==> src/rtl/cmd_pkg.sv <==
// Shared definitions for the telecommand frame decoder.
// Holds default header bytes, the writable register address window,
// error codes, the decoder state encoding, the register-write payload
// type and the frame checksum helper.
package cmd_pkg;

  localparam int unsigned BYTE_W = 8;
  localparam int unsigned DATA_W = 16;
  localparam int unsigned ERR_W  = 2;

  localparam logic [BYTE_W-1:0] HDR0_DEF = 8'hEB;
  localparam logic [BYTE_W-1:0] HDR1_DEF = 8'h90;

  // Decoded address window of the configuration register bank
  localparam logic [BYTE_W-1:0] ADDR_MIN = 8'h02;
  localparam logic [BYTE_W-1:0] ADDR_MAX = 8'h15;

  typedef logic [ERR_W-1:0] err_code_t;

  localparam err_code_t ERR_NONE = 2'b00;
  localparam err_code_t ERR_CSUM = 2'b01;
  localparam err_code_t ERR_TOUT = 2'b10;
  localparam err_code_t ERR_ADDR = 2'b11;

  typedef enum logic [2:0] {
    ST_IDLE = 3'd0,
    ST_H1   = 3'd1,
    ST_AD   = 3'd2,
    ST_DH   = 3'd3,
    ST_DL   = 3'd4,
    ST_CS   = 3'd5
  } state_t;

  // Register write payload as seen by the register bank
  typedef struct packed {
    logic [BYTE_W-1:0] addr;
    logic [DATA_W-1:0] data;
  } reg_wr_t;

  // Frame checksum: modulo-256 sum of address and both data bytes
  function automatic logic [BYTE_W-1:0] frame_csum(
    input logic [BYTE_W-1:0] addr,
    input logic [BYTE_W-1:0] dh,
    input logic [BYTE_W-1:0] dl
  );
    return BYTE_W'(addr + dh + dl);
  endfunction

endpackage

==> src/rtl/sat_cnt16.sv <==
// 16-bit counter that increments on enable and sticks at all-ones.
// Ports:
//   clk_in - clock
//   rst_in - synchronous active-high reset, clears the count
//   inc    - increment enable for this cycle
//   cnt    - registered count value
module sat_cnt16 (
  input  logic        clk_in,
  input  logic        rst_in,
  input  logic        inc,
  output logic [15:0] cnt
);

  localparam int unsigned CNT_W = 16;
  localparam logic [CNT_W-1:0] CNT_MAX = '1;

  // Saturating count register
  always_ff @(posedge clk_in) begin
    if (rst_in) begin
      cnt <= '0;
    end else if (inc && (cnt != CNT_MAX)) begin
      cnt <= cnt + CNT_W'(1);
    end
  end

endmodule

==> src/rtl/cmd_frame_decoder.sv <==
// Byte-level telecommand frame decoder feeding the config register bank.
// Frames are HDR0 HDR1 ADDR DH DL CS with CS = ADDR+DH+DL mod 256.
// Accepted frames produce a one-cycle register write; rejected or
// timed-out frames bump the error counter and the sticky error code.
// Ports:
//   clk_in            - clock
//   rst_in            - synchronous active-high reset
//   byte_vld_in       - one-cycle strobe for a received byte
//   byte_in           - received byte
//   wr_out            - one-cycle register write strobe
//   wr_addr_out       - last accepted register address
//   data_out          - last accepted register data
//   frame_ok_cnt_out  - accepted frame count (saturating)
//   frame_err_cnt_out - rejected frame count (saturating)
//   err_code_out      - last error code
module cmd_frame_decoder
  import cmd_pkg::*;
#(
  parameter int unsigned      TIMEOUT_CYC = 5000,
  parameter logic [7:0]       HDR0        = HDR0_DEF,
  parameter logic [7:0]       HDR1        = HDR1_DEF
) (
  input  logic        clk_in,
  input  logic        rst_in,
  input  logic        byte_vld_in,
  input  logic [7:0]  byte_in,
  output logic        wr_out,
  output logic [7:0]  wr_addr_out,
  output logic [15:0] data_out,
  output logic [15:0] frame_ok_cnt_out,
  output logic [15:0] frame_err_cnt_out,
  output logic [1:0]  err_code_out
);

  localparam int unsigned GAP_W = (TIMEOUT_CYC > 2) ? $clog2(TIMEOUT_CYC) : 1;
  localparam logic [GAP_W-1:0] GAP_LAST = GAP_W'(TIMEOUT_CYC - 1);

  state_t            state_q, state_d;
  logic [GAP_W-1:0]  gap_q, gap_d;
  reg_wr_t           shadow_q, shadow_d;
  logic              wr_q, wr_d;
  reg_wr_t           out_q, out_d;
  err_code_t         err_code_q, err_code_d;
  logic              ok_inc_c;
  logic              err_inc_c;
  logic              in_frame_c;
  logic              addr_ok_c;

  assign in_frame_c = (state_q == ST_AD) || (state_q == ST_DH) ||
                      (state_q == ST_DL) || (state_q == ST_CS);
  assign addr_ok_c  = (shadow_q.addr >= ADDR_MIN) && (shadow_q.addr <= ADDR_MAX);

  // State and datapath registers
  always_ff @(posedge clk_in) begin
    if (rst_in) begin
      state_q    <= ST_IDLE;
      gap_q      <= '0;
      shadow_q   <= '0;
      wr_q       <= 1'b0;
      out_q      <= '0;
      err_code_q <= ERR_NONE;
    end else begin
      state_q    <= state_d;
      gap_q      <= gap_d;
      shadow_q   <= shadow_d;
      wr_q       <= wr_d;
      out_q      <= out_d;
      err_code_q <= err_code_d;
    end
  end

  // Next-state, frame evaluation and timeout
  always_comb begin
    state_d    = state_q;
    gap_d      = gap_q;
    shadow_d   = shadow_q;
    wr_d       = 1'b0;
    out_d      = out_q;
    err_code_d = err_code_q;
    ok_inc_c   = 1'b0;
    err_inc_c  = 1'b0;

    if (byte_vld_in) begin
      // A byte always wins over a timeout on the same cycle
      gap_d = '0;
      case (state_q)
        ST_IDLE: begin
          if (byte_in == HDR0) state_d = ST_H1;
        end
        ST_H1: begin
          // Repeated HDR0 keeps us waiting for HDR1 (resync)
          if (byte_in == HDR1) begin
            state_d = ST_AD;
          end else if (byte_in != HDR0) begin
            state_d = ST_IDLE;
          end
        end
        ST_AD: begin
          shadow_d.addr = byte_in;
          state_d       = ST_DH;
        end
        ST_DH: begin
          shadow_d.data[15:8] = byte_in;
          state_d             = ST_DL;
        end
        ST_DL: begin
          shadow_d.data[7:0] = byte_in;
          state_d            = ST_CS;
        end
        ST_CS: begin
          state_d = ST_IDLE;
          if (byte_in != frame_csum(shadow_q.addr, shadow_q.data[15:8], shadow_q.data[7:0])) begin
            err_inc_c  = 1'b1;
            err_code_d = ERR_CSUM;
          end else if (!addr_ok_c) begin
            err_inc_c  = 1'b1;
            err_code_d = ERR_ADDR;
          end else begin
            ok_inc_c = 1'b1;
            wr_d     = 1'b1;
            out_d    = shadow_q;
          end
        end
        default: begin
          state_d = ST_IDLE;
        end
      endcase
    end else if (in_frame_c) begin
      if (gap_q == GAP_LAST) begin
        state_d    = ST_IDLE;
        gap_d      = '0;
        err_inc_c  = 1'b1;
        err_code_d = ERR_TOUT;
      end else begin
        gap_d = gap_q + GAP_W'(1);
      end
    end
  end

  sat_cnt16 u_ok_cnt (
    .clk_in (clk_in),
    .rst_in (rst_in),
    .inc    (ok_inc_c),
    .cnt    (frame_ok_cnt_out)
  );

  sat_cnt16 u_err_cnt (
    .clk_in (clk_in),
    .rst_in (rst_in),
    .inc    (err_inc_c),
    .cnt    (frame_err_cnt_out)
  );

  assign wr_out       = wr_q;
  assign wr_addr_out  = out_q.addr;
  assign data_out     = out_q.data;
  assign err_code_out = err_code_q;

endmodule

==> config.mk <==
export PLATFORM = sky130hd
export DESIGN_NAME = cmd_frame_decoder
export DESIGN_NICKNAME = d
export VERILOG_FILES = /design/src/rtl/cmd_pkg.sv /design/src/rtl/sat_cnt16.sv /design/src/rtl/cmd_frame_decoder.sv
export SDC_FILE = /design/constraint.sdc
export NUM_CORES = 1
export LEC_CHECK = 0
export BUFFER_PORTS_ARGS = -buffer_cell sky130_fd_sc_hd__buf_4
export CORE_ASPECT_RATIO = 1.4
export CORE_MARGIN = 4
export CORE_UTILIZATION = 56
export DETAILED_ROUTE_END_ITERATION = 16
export PLACE_DENSITY = 0.79
export REMOVE_ABC_BUFFERS = 1
export SETUP_SLACK_MARGIN = 0.3
export SLEW_MARGIN = 0
export SYNTH_ARGS = -nofsm -noshare
export SYNTH_HDL_FRONTEND = slang
export SYNTH_SLANG_ARGS = --single-unit
==> constraint.sdc <==
create_clock -name clk_in -period 4.75 [get_ports clk_in]
set_input_delay 0.95 -clock clk_in [delete_from_list [all_inputs] [get_ports clk_in]]
set_output_delay 0.95 -clock clk_in [all_outputs]
set_load 0.05 [all_outputs]
---- After elaboration in Yosys (flattened, before gate mapping) ----
Cells that the tools add are included.
storage, ports and cells
  register bits ........................... 99
  bits of input ports ..................... 11
  output and inout port bits .............. 59
cells by class
  $add $sub $neg .......................... 5
  order comparisons ....................... 2
  equal/unequal tests ..................... 16
  muxes and demuxes ....................... 24
  bitwise operators ....................... 1
  reductions and logical operators ........ 16
operators with widths
  kind                                                                               number
  16-bit by 1-bit adder with 16-bit output (second input constant)                   2
  16-bit inequality test (second input constant)                                     2
  3-bit two-way mux                                                                  6
  8-bit adder                                                                        2
  8-bit equality test (second input constant)                                        2
  3-bit one-hot mux with 5 select lines                                              1
  13-bit by 1-bit adder with 13-bit output (second input constant)                   1
  13-bit equality test (second input constant)                                       1
  13-bit two-way mux                                                                 1
  2-bit two-way mux                                                                  6
  4-bit AND reduction                                                                3
  1-bit two-way mux                                                                  10
  8-bit by 2-bit >= comparator with 1-bit output (second input constant)             1
  8-bit by 5-bit less-or-equal comparator with 1-bit output (second input constant)  1
  8-bit inequality test                                                              1
  8-bit inequality test (second input constant)                                      1
  3-bit by 2-bit equality test with 1-bit output (second input constant)             2
  3-bit equality test (second input constant)                                        2
  2-bit AND reduction                                                                3
  4-bit inequality test (second input constant)                                      1
  2-bit nonzero test                                                                 2
  3-bit by 1-bit equality test with 1-bit output (second input constant)             1
  1-bit logical AND                                                                  3
  3-bit zero test                                                                    1
  6 further kinds                                                                    8

---- Logic depth before layout (Yosys ltp) ----
Gate-level depths: netlist (run 1).
  depth in word-level cells ............... 7
  gate-level depth with buffers ........... 12

---- Modules after synthesis ----
Synthesis (run 1) repeated with hierarchy kept, for this count alone.
second synthesis, totals
  cell total of the unflattened synthesis .. 552
  area, all modules ....................... 5038.6 um^2
modules (own cells, without submodules)
  module             instances  cells an instance  area an instance (um^2)  seq. area each (um^2)
  cmd_frame_decoder  1          354                3342.0                   1341.3
  sat_cnt16          2          99                 848.3                    320.3

---- Worst setup path before layout (run 1) ----
No wires, ideal clock.
  kind .................................... reg-to-reg
  start point ............................. register shadow_q[17] (netlist name)
  end point ............................... register u_ok_cnt.cnt[15]
  library setup time ...................... 0.132 ns
  arrival ................................. 3.282 ns
  required time ........................... 4.618 ns
  setup slack ............................. 1.336 ns
  stages on the path, launching flop included .. 12
  path buffers ............................ 1
  cell sequence ........................... dfxtp_1 fa_1 ha_1 fa_1 xnor2_1 xnor2_1 nor4_2 o2111ai_4 or3_4 buf_2 o41ai_1 a21oi_1
on the way
  word-level cells in the longest chain between the ends .. 7
ends and longest elaborated chain
  item                                                        RTL line                                            source
  start, declared                                             cmd_frame_decoder.sv:40                             reg_wr_t shadow_q, shadow_d;
  start signal, assigned                                      cmd_frame_decoder.sv:65                             shadow_q <= shadow_d;
  8-bit adder, or another cell as far along                   cmd_pkg.sv:46                                       return BYTE_W'(addr + dh + dl);
  8-bit adder or 1-bit logical AND (tied branches)            cmd_pkg.sv:46, cmd_frame_decoder.sv:51
  8-bit inequality test or 1-bit two-way mux (tied branches)  cmd_frame_decoder.sv:112, cmd_frame_decoder.sv:115
  1-bit two-way mux (*)                                       cmd_frame_decoder.sv:112                            if (byte_in != frame_csum(shadow_q.addr, shadow_q.data[15:8], shadow_q.data[7:0])) begin
  1-bit two-way mux (*) (2 in a row)                          n/a
  1-bit logical AND (*)                                       sat_cnt16.sv:21                                     end else if (inc && (cnt != CNT_MAX)) begin
  end signal, assigned                                        sat_cnt16.sv:22                                     cnt <= cnt + CNT_W'(1);
  end, declared                                               sat_cnt16.sv:11                                     output logic [15:0] cnt
Mark *: on every way between the ends. The rest lies on a longest branch, timed or not.
A chain may end at the register's enable or synchronous reset.

---- Worst setup path after layout (run 1) ----
  start point ............................. register shadow_q[17] (netlist name)
  end point ............................... register u_ok_cnt.cnt[3]
Same word-level chain as after synthesis.

==> results of run 1 <==
-- placed cells by master (no fill, tap or decap), types with 9 or more instances in the layout --
| cell type | count |
|---|---|
| dfxtp_1 | 99 |
| and3_1 | 11 |
| xor2_1 | 13 |
| ha_1 | 9 |
| buf_4 | 72 |
| nand3_1 | 26 |
| clkbuf_16 | 9 |
| xnor2_1 | 16 |
| o21ai_0 | 17 |
| or3_1 | 17 |
| nand4_1 | 11 |
| nand2_1 | 93 |
| nor2_1 | 46 |
| a21oi_1 | 64 |
| mux2i_1 | 11 |
-- critical path, cell delays in order, from the launching register on --
cell and delay (ns):
dfxtp_1 0.42, fa_1 0.46, ha_1 0.26, fa_1 0.42, xnor2_1 0.22, xnor2_1 0.10, nor4_2 0.44, o2111ai_4 0.27
or3_4 0.55, or4_1 0.55, a21oi_1 0.15
-- path summary, 6_finish.rpt --
kind              depth (start not counted)         endpoint
setup / recovery                         10  u_ok_cnt.cnt[3]
hold / removal                            2     data_out[13]
setup reg to reg                         10  u_ok_cnt.cnt[3]
hold reg to reg                           2     data_out[13]
-- metal layers --
| layer | vias to the layer above | wire length [µm] | part of all wire [%] | global-route usage [%] |
|---|---|---|---|---|
| met5 | - | 0 | 0 | 0 |
| met4 | 0 | 195 | 1.8 | 8.76 |
| met3 | 14 | 580 | 5.5 | 5.58 |
| met2 | 94 | 5310 | 50 | 38.5 |
| met1 | 1942 | 4500 | 42 | 25.3 |
| li1 | 2054 | - | - | - |
-- stage by stage --
stage | utilization [%] | cell area, µm² | hold slack [ns] | setup WS (ns) | std cells
after floorplan | - | 4610 | 0.455 | 0.667 | 528
after global placement | 64.8 | 5280 | 0.440 | 0.990 | 702
after detailed placement | 64.8 | 5280 | 0.445 | 0.868 | 702
after CTS | 68.1 | 5550 | 0.452 | 0.834 | 718
after global routing | 68.1 | 5550 | 0.477 | 0.643 | 718
final | 68.1 | 5550 | 0.448 | 0.848 | 718
-- logic make-up (layout without fill, tap and decap cells) --
kind of cell	Yosys count	after routing	share of synthesized area (%)
AOI/OAI and AO/OA	108	108	13.5
muxes	16	16	3.54
buffers and inverters	28	95	2.40
xor gates and xnor gates	31	31	6.26
adders and majority gates	17	17	5.81
and+or+nand+nor	250	250	26.3
DFF	99	99	42.2
-- layout make-up --
type	instances	area, µm²	area share [%]
clock buffer	11	233	4.20
clock inverter	5	30.0	0.541
inverter	7	26.3	0.474
multi-input combinational	422	2610	47.0
sequential	99	1980	35.7
tap	102	128	2.30
timing repair buffer	72	541	9.75
-- registers in the layout, indices dropped and copies added, names as in the netlist, 2 cells and up --
name / flops
data_out: 16
err_code_out: 2
gap_q: 13
shadow_q: 24
state_q: 3
u_err_cnt.cnt: 16
u_ok_cnt.cnt: 16
wr_addr_out: 8
-- power groups by stage --
stage / logic, mW / registers (mW) / clock network [mW]
floorplan: 0.0141 / 0.849 / 0
global route: 0.0448 / 0.829 / 0.700
global placement: 0.0401 / 0.849 / 0
detailed placement: 0.0407 / 0.849 / 0
finish: 0.0414 / 0.830 / 0.653
CTS: 0.0409 / 0.830 / 0.665
==> impl_metrics.yaml, run 1 <==
status:
  status: "complete, no violations"
routing:
  drtAntennaViolNets: 0
  drcViolationCount: 0
  drtPass1Iterations: 4
  drt-initial-drc-count: 215
  viasPerCell: 5.72
  wirelength_um: 10600
  wl_per_cell_um: 14.7
  vias: 4104
floorplanning:
  placementRows: 39
  io-pin-count: 70
  die_w_um: 85.4
  die_y_um: 116
  die-area_mm2: 0.00994
  core-area_mm2: 0.00815
  start_util_pct: 57.6
sta:
  rsz0062_at_grt: "false"
  report.final.slew_viol_count: 0
  tns_ns: 0
  worst_pin_slew_ns: 0.998
  setup_violations: 0
  maxSlewHeadroom_pct: 32.9
  fin_crit_sh_pct: 82.2
  fmax_ghz: 0.256
  hold_violations: 0
  finalCriticalPeriod_ns: 3.90
  clock_skew_ns: 0.00627
power:
  ir_worst_vdd_mv: 0.195
  switching_share_pct: 21.7
  seqPwrFrac_pct: 54.4
  switchingPower_uw: 330
  power.share.clock_pct: 42.9
  p_per_area_mw_per_mm2: 275
  power_mw: 1.52
  p_leak_nw: 2.08
  p_int_mw: 1.19
  p_comb_share_pct: 2.7
cts:
  cts.sinks: 99
  cts_root_buf: "clkbuf_16"
  clockBufferDepth: 2
  cts_hold_buf: 0
  postCtsSetupRepairBufs: 0
  clk_pin_slew_worst_paths_ns: 0.07
  clk-insertion-delay-late_ns: 0.34
  cts_resized: 0
  tritoncts: "done"
  cts_htree_levels: 3
  numCtsBuffers: 9
critical_path:
  startpoint: "shadow_q[17]"
  worstSetupPathType: "reg2reg"
  critPathRequiredTime_ns: 5.02
  reg2reg_from: "shadow_q[17]"
  crit_fanout: 33
  start_kind: "flip-flop"
  ff2ff_setup_slack_ns: 0.85
  worstSetupEndpointType: "flip-flop"
  crit_arrival_ns: 4.17
grt:
  first_global_vias: 3980
  grt_max_degree: 89
  grt_pass1_wl_um: 17700
  overflow: 0
  antenna_found_initial: 0
  grt_usage_pct: 21.9
cells_and_area:
  drive_gt1_share_pct: 17.0
  syn_to_final_growth_pct: 18.1
  fill_cells: 675
  diodes: 0
  layout.nets: 639
synth:
  ys.flop_type: "dfxtp_1"
  post-synth-top-area-cell: "dfxtp_1"
  seq_area_frac_synth_pct: 42.2
  synth-seq-cells: 99
  synth_warnings: 0
  synth_edf_count: 0
  syn-mean-instance-area_um2: 8.56
  synth_top_area_share_pct: 42.2
  yosysUniqueCellTypes: 53
  ys_top_cells_by_count: "dfxtp_1 (99), nand2_1 (93), a21oi_1 (64)"
  netlist_instances: 549
  synth_area_mm2: 0.00470
  synthArstFlopShare_pct: 0
  synth.area.top_cells: "dfxtp_1 (42%), nand2_1 (7.4%), a21oi_1 (6.8%)"
  synth_most_common_cell: "dfxtp_1"
worst_hold_path:
  min_from: "data_out[13]"
  hold_class: "reg2reg"
run:
  max_cap_violations: 0
placement:
  port_buffers: 69
  dpl.hpwl_um: 7560
  routabilityCongestion: 0.938
Power figures use the tool's default switching activity.
==> run 2: changes to the inputs <==
==> constraint.sdc (replaced) <==
create_clock -name clk_in -period 4 [get_ports clk_in]
set_input_delay 0.8 -clock clk_in [delete_from_list [all_inputs] [get_ports clk_in]]
set_output_delay 0.8 -clock clk_in [all_outputs]
set_load 0.05 [all_outputs]
==> impl_metrics.yaml, run 2 (synthesized netlist as in run 1, its figures left out) <==
status:
  status: "complete, no violations"
power:
  power.share.clock_pct: 43.4
  p_per_area_mw_per_mm2: 326
  p_leak_nw: 2.13
  p_comb_share_pct: 2.8
  seqPwrFrac_pct: 53.7
  p_int_mw: 1.44
  power_mw: 1.83
  ir_worst_vdd_mv: 0.264
  switchingPower_uw: 396
  switching_share_pct: 21.6
cts:
  tritoncts: "done"
  cts_root_buf: "clkbuf_16"
  cts_htree_levels: 3
  cts_hold_buf: 0
  clk-insertion-delay-late_ns: 0.35
  cts.sinks: 99
  numCtsBuffers: 9
  clk_pin_slew_worst_paths_ns: 0.07
  clockBufferDepth: 2
sta:
  finalCriticalPeriod_ns: 3.57
  maxSlewHeadroom_pct: 27.5
  setup_violations: 0
  hold_violations: 0
  worst_pin_slew_ns: 1.08
  clock_skew_ns: 0.00697
  rsz0062_at_grt: "false"
  tns_ns: 0
  fmax_ghz: 0.280
  hold_ws_ns: 0.449
  fin_crit_sh_pct: 89.4
  report.final.slew_viol_count: 0
cells_and_area:
  final_core_util_pct: 69.1
  syn_to_final_growth_pct: 19.9
  diodes: 0
  drive_gt1_share_pct: 18.3
  largest_register_ffs: 24
  mostFrequentLayoutCells: "dfxtp_1 (99), nand2_1 (93), buf_4 (79), a21oi_1 (64), nor2_1 (46)"
  finalInstanceArea_mm2: 0.00563
  top_register: "shadow_q"
  layout.nets: 647
  layout_commonest_cell: "dfxtp_1"
worst_hold_path:
  hold_class: "reg2reg"
grt:
  grt_usage_pct: 22.2
  grt_pass1_wl_um: 17800
  antenna_found_initial: 0
  first_global_vias: 3869
  grt_util_met2_pct: 37.8
  grt_max_degree: 51
  overflow: 0
  grt_util_met3_pct: 5.79
  grt_busiest_layer: "met2"
  met1_usage_pct: 26.7
floorplanning:
  die_y_um: 116
  core-area_mm2: 0.00815
  die_w_um: 85.4
  placementRows: 39
  die-area_mm2: 0.00994
  start_util_pct: 57.6
  io-pin-count: 70
routing:
  vias: 4212
  wl_per_cell_um: 14.9
  viasPerCell: 5.80
  drtPass1Iterations: 5
  wirelength_um: 10800
  drt-initial-drc-count: 267
  drtAntennaViolNets: 0
  drcViolationCount: 0
critical_path:
  crit_fanout: 7
  crit_arrival_ns: 3.84
  critPathRequiredTime_ns: 4.27
  start_kind: "flip-flop"
  worstSetupEndpointType: "flip-flop"
  worstSetupPathType: "reg2reg"
placement:
  post_dp_cell_area_mm2: 0.00531
  routabilityCongestion: 0.915
  port_buffers: 69
  dpl.hpwl_um: 7720
run:
  max_cap_violations: 0
## run 2: area by class of cell
| type | count | area (µm²) |
|---|---|---|
| multi-input cells | 423 | 2630 |
| repair buffers | 79 | 593 |
| flip-flops and latches | 99 | 1980 |
| inverters | 7 | 26.3 |
| well taps | 102 | 128 |
| clock buffers | 12 | 246 |
| clock inverters | 4 | 26.3 |
| fillers | 657 | 2520 |
## run 2: worst max-delay path: stages, from the launching register on
cell       delay, ns
dfxtp_1         0.40
fa_1            0.45
ha_1            0.26
fa_1            0.46
xor2_1          0.19
nor4_4          0.35
o2111ai_4       0.22
or3_4           0.48
or4b_1          0.51
a21oi_1         0.16
## run 2: repair_timing
| item | in CTS | in global routing |
|---|---|---|
| setup endpoints to repair | 2 | 7 |
| endpoints found under the hold margin | 0 | 0 |
| resized for setup | 1 | 1 |
| gates cloned | 0 | 1 |
| buffers inserted | 0 | 3 |
| pin swaps | 1 | 2 |
## run 2: worst paths after layout
| path | cells past startpoint | to | slack, ns | startpoint |
|---|---|---|---|---|
| setup / recovery | 9 | u_ok_cnt.cnt[15] | 0.43 | shadow_q[17] |
| hold / removal | 2 | data_out[5] | 0.45 | data_out[5] |
| setup reg to reg | 9 | u_ok_cnt.cnt[15] | 0.43 | shadow_q[17] |
| hold reg to reg | 2 | data_out[5] | 0.45 | data_out[5] |
## run 2: power by group through the flow
| stage | Sequential (mW) | Combinational, mW | Clock, mW |
|---|---|---|---|
| after global routing | 0.985 | 0.0563 | 0.850 |
| after CTS | 0.985 | 0.0508 | 0.814 |
| after floorplan | 1.01 | 0.0168 | 0 |
| after global placement | 1.01 | 0.0482 | 0 |
| after detailed placement | 1.01 | 0.0496 | 0 |
| final | 0.985 | 0.0522 | 0.797 |
## run 2: routing by layer
metal	vias up	share of wire (%)	routed length (µm)
li1	2078	-	-
met2	123	50	5380
met3	14	6.6	719
met5	-	0	0
met1	1997	42	4570
met4	0	1.6	173
## run 2: per-stage QoR
step                      instances  setup WS [ns]
after floorplan                 528        -0.0826
after global routing            726          0.317
after CTS                       722          0.308
after global placement          706          0.295
after detailed placement        706          0.175
final                           726          0.426
==> run 3: changes to the inputs <==
--- a/config.mk
+++ b/config.mk
@@ -6,11 +6,13 @@
 export NUM_CORES = 1
 export LEC_CHECK = 0
 export BUFFER_PORTS_ARGS = -buffer_cell sky130_fd_sc_hd__buf_4
+export CELL_PAD_IN_SITES_DETAIL_PLACEMENT = 1
+export CELL_PAD_IN_SITES_GLOBAL_PLACEMENT = 1
 export CORE_ASPECT_RATIO = 1.4
 export CORE_MARGIN = 4
-export CORE_UTILIZATION = 56
+export CORE_UTILIZATION = 43
 export DETAILED_ROUTE_END_ITERATION = 16
-export PLACE_DENSITY = 0.79
+export PLACE_DENSITY_LB_ADDON = 0.1
 export REMOVE_ABC_BUFFERS = 1
 export SETUP_SLACK_MARGIN = 0.3
 export SLEW_MARGIN = 0
==> impl_metrics.yaml, run 3 (synthesized netlist as in run 1, its figures left out) <==
critical_path:
  cp_num_buf_inv: 0
  crit_arrival_ns: 3.88
  critPathRequiredTime_ns: 4.27
  worstSetupEndpointType: "flip-flop"
  start_kind: "flip-flop"
  startpoint: "shadow_q[1]"
  ff2ff_setup_slack_ns: 0.39
  crit_path_end: "u_ok_cnt.cnt[3]"
  crit_path_max_incr_delay_ns: 0.57
  crit_fanout: 7
  reg2reg_from: "shadow_q[1]"
  cp_slowest_cell: "fa_1"
  worstSetupPathType: "reg2reg"
  timing.rr.end: "u_ok_cnt.cnt[3]"
  cp_top_family: "simple AND/OR/NAND/NOR gates"
  cp.depth: 9
  reg2reg_depth: 9
  crit_chain: "fa_1 > ha_2 > fa_2 > xor2_1 > nor4_4 > o2111ai_4 > or3_4 > or4_1 > a21oi_1"
grt:
  first_global_vias: 4325
  overflow: 0
  antenna_found_initial: 0
  grt_pass1_wl_um: 21100
  grt_max_degree: 46
  grt_usage_pct: 20.7
sta:
  setup_violations: 0
  rsz0062_at_grt: "false"
  report.final.slew_viol_count: 0
  hold_violations: 0
  hold_ws_ns: 0.452
  maxSlewHeadroom_pct: 31.5
  fin_crit_sh_pct: 90.2
  fmax_ghz: 0.277
  clock_skew_ns: 0.00649
  finalCriticalPeriod_ns: 3.61
  tns_ns: 0
  worst_pin_slew_ns: 1.02
cells_and_area:
  layout.nets: 650
  fill_cells: 1272
  diodes: 0
  syn_to_final_growth_pct: 21.7
  finalInstanceArea_mm2: 0.00572
  instances_no_fill: 763
  largest_register_ffs: 24
  layout_commonest_cell: "dfxtp_1"
  mostFrequentLayoutCells: "dfxtp_1 (98), nand2_1 (93), buf_4 (83), a21oi_1 (64), nor2_1 (46)"
  top_register: "shadow_q"
  drive_gt1_share_pct: 19.0
cts:
  clk-insertion-delay-late_ns: 0.34
  numCtsBuffers: 9
  cts_hold_buf: 0
  cts_htree_levels: 3
  clk_pin_slew_worst_paths_ns: 0.06
  tritoncts: "done"
  clockBufferDepth: 2
  cts_root_buf: "clkbuf_16"
  cts.sinks: 99
run:
  max_cap_violations: 0
routing:
  drtPass1Iterations: 4
  wirelength_um: 12600
  drcViolationCount: 0
  vias: 4191
  drtAntennaViolNets: 0
  drt-initial-drc-count: 155
  viasPerCell: 5.49
  wl_per_cell_um: 16.5
floorplanning:
  die_w_um: 96.3
  core-area_mm2: 0.0105
  placementRows: 44
  die_y_um: 132
  start_util_pct: 44.7
  die-area_mm2: 0.0127
  io-pin-count: 70
placement:
  post_dp_cell_area_mm2: 0.00537
  port_buffers: 69
  dp_cells: 744
  dpl.hpwl_um: 9110
  routabilityCongestion: 0.834
worst_hold_path:
  hold_class: "reg2reg"
  whs_path_depth: 2
power:
  p_per_area_mw_per_mm2: 331
  ir_worst_vdd_mv: 0.156
  p_leak_nw: 2.15
status:
  status: "complete, no violations"
## run 3: worst min path at each step
stage | startpoint | endpoint | slack [ns]
3_5_place_dp | data_out[0] | data_out[0] | 0.45
3_3_place_gp | wr_addr_out[3] | wr_addr_out[3] | 0.44
5_1_grt | data_out[0] | data_out[0] | 0.47
6_report | data_out[12] | data_out[12] | 0.45
2_1_floorplan | shadow_q[15] | data_out[15] | 0.46
4_1_cts | data_out[0] | data_out[0] | 0.46
## run 3: final cells by class
class	instances	area [µm²]	share of cell area, %
Multi-Input combinational cell	422	2630	46.0
Sequential cell	99	1980	34.7
Timing Repair Buffer	83	623	10.9
Clock buffer	11	243	4.25
Tap cell	138	173	3.02
Clock inverter	3	40.0	0.700
Inverter	7	26.3	0.460
## run 3: metrics by stage
step	utilization (%)	worst slack [ns]	total power, mW
2_1_floorplan	-	-0.0826	1.02
3_3_place_gp	51.1	0.340	1.06
3_5_place_dp	51.1	0.190	1.06
4_1_cts	53.9	0.414	1.90
5_1_grt	54.4	0.259	1.95
6_report	54.4	0.391	1.89
## run 3: power by group
| part | switching (mW) | leakage [nW] | internal (mW) |
|---|---|---|---|
| registers | 0.0000365 | 0.797 | 0.985 |
| clock network | 0.358 | 0.141 | 0.493 |
| logic | 0.0378 | 1.21 | 0.0158 |
## run 3: per-layer routing
layer | share of wire [%] | up-vias | track usage (%)
li1 | - | 2067 | -
met1 | 43 | 2041 | 25.5
met2 | 52 | 67 | 35.7
met3 | 3.6 | 16 | 3.32
met4 | 1.7 | 0 | 7.33
met5 | 0 | - | 0
## run 3: repair_timing
item,in CTS,in global routing
gates resized for setup,1,4
pin swaps,1,3
endpoints found under the setup margin,2,3
buffers inserted,0,5
## run 3: worst reg2reg max path: cells and delay by family (launching register included)
| kind | cells | cell delay (ns) |
|---|---|---|
| fa+ha+maj | 3 | 1.27 |
| compound gates | 2 | 0.36 |
| simple gates | 3 | 1.38 |
| flops | 1 | 0.34 |
| xor+xnor | 1 | 0.19 |
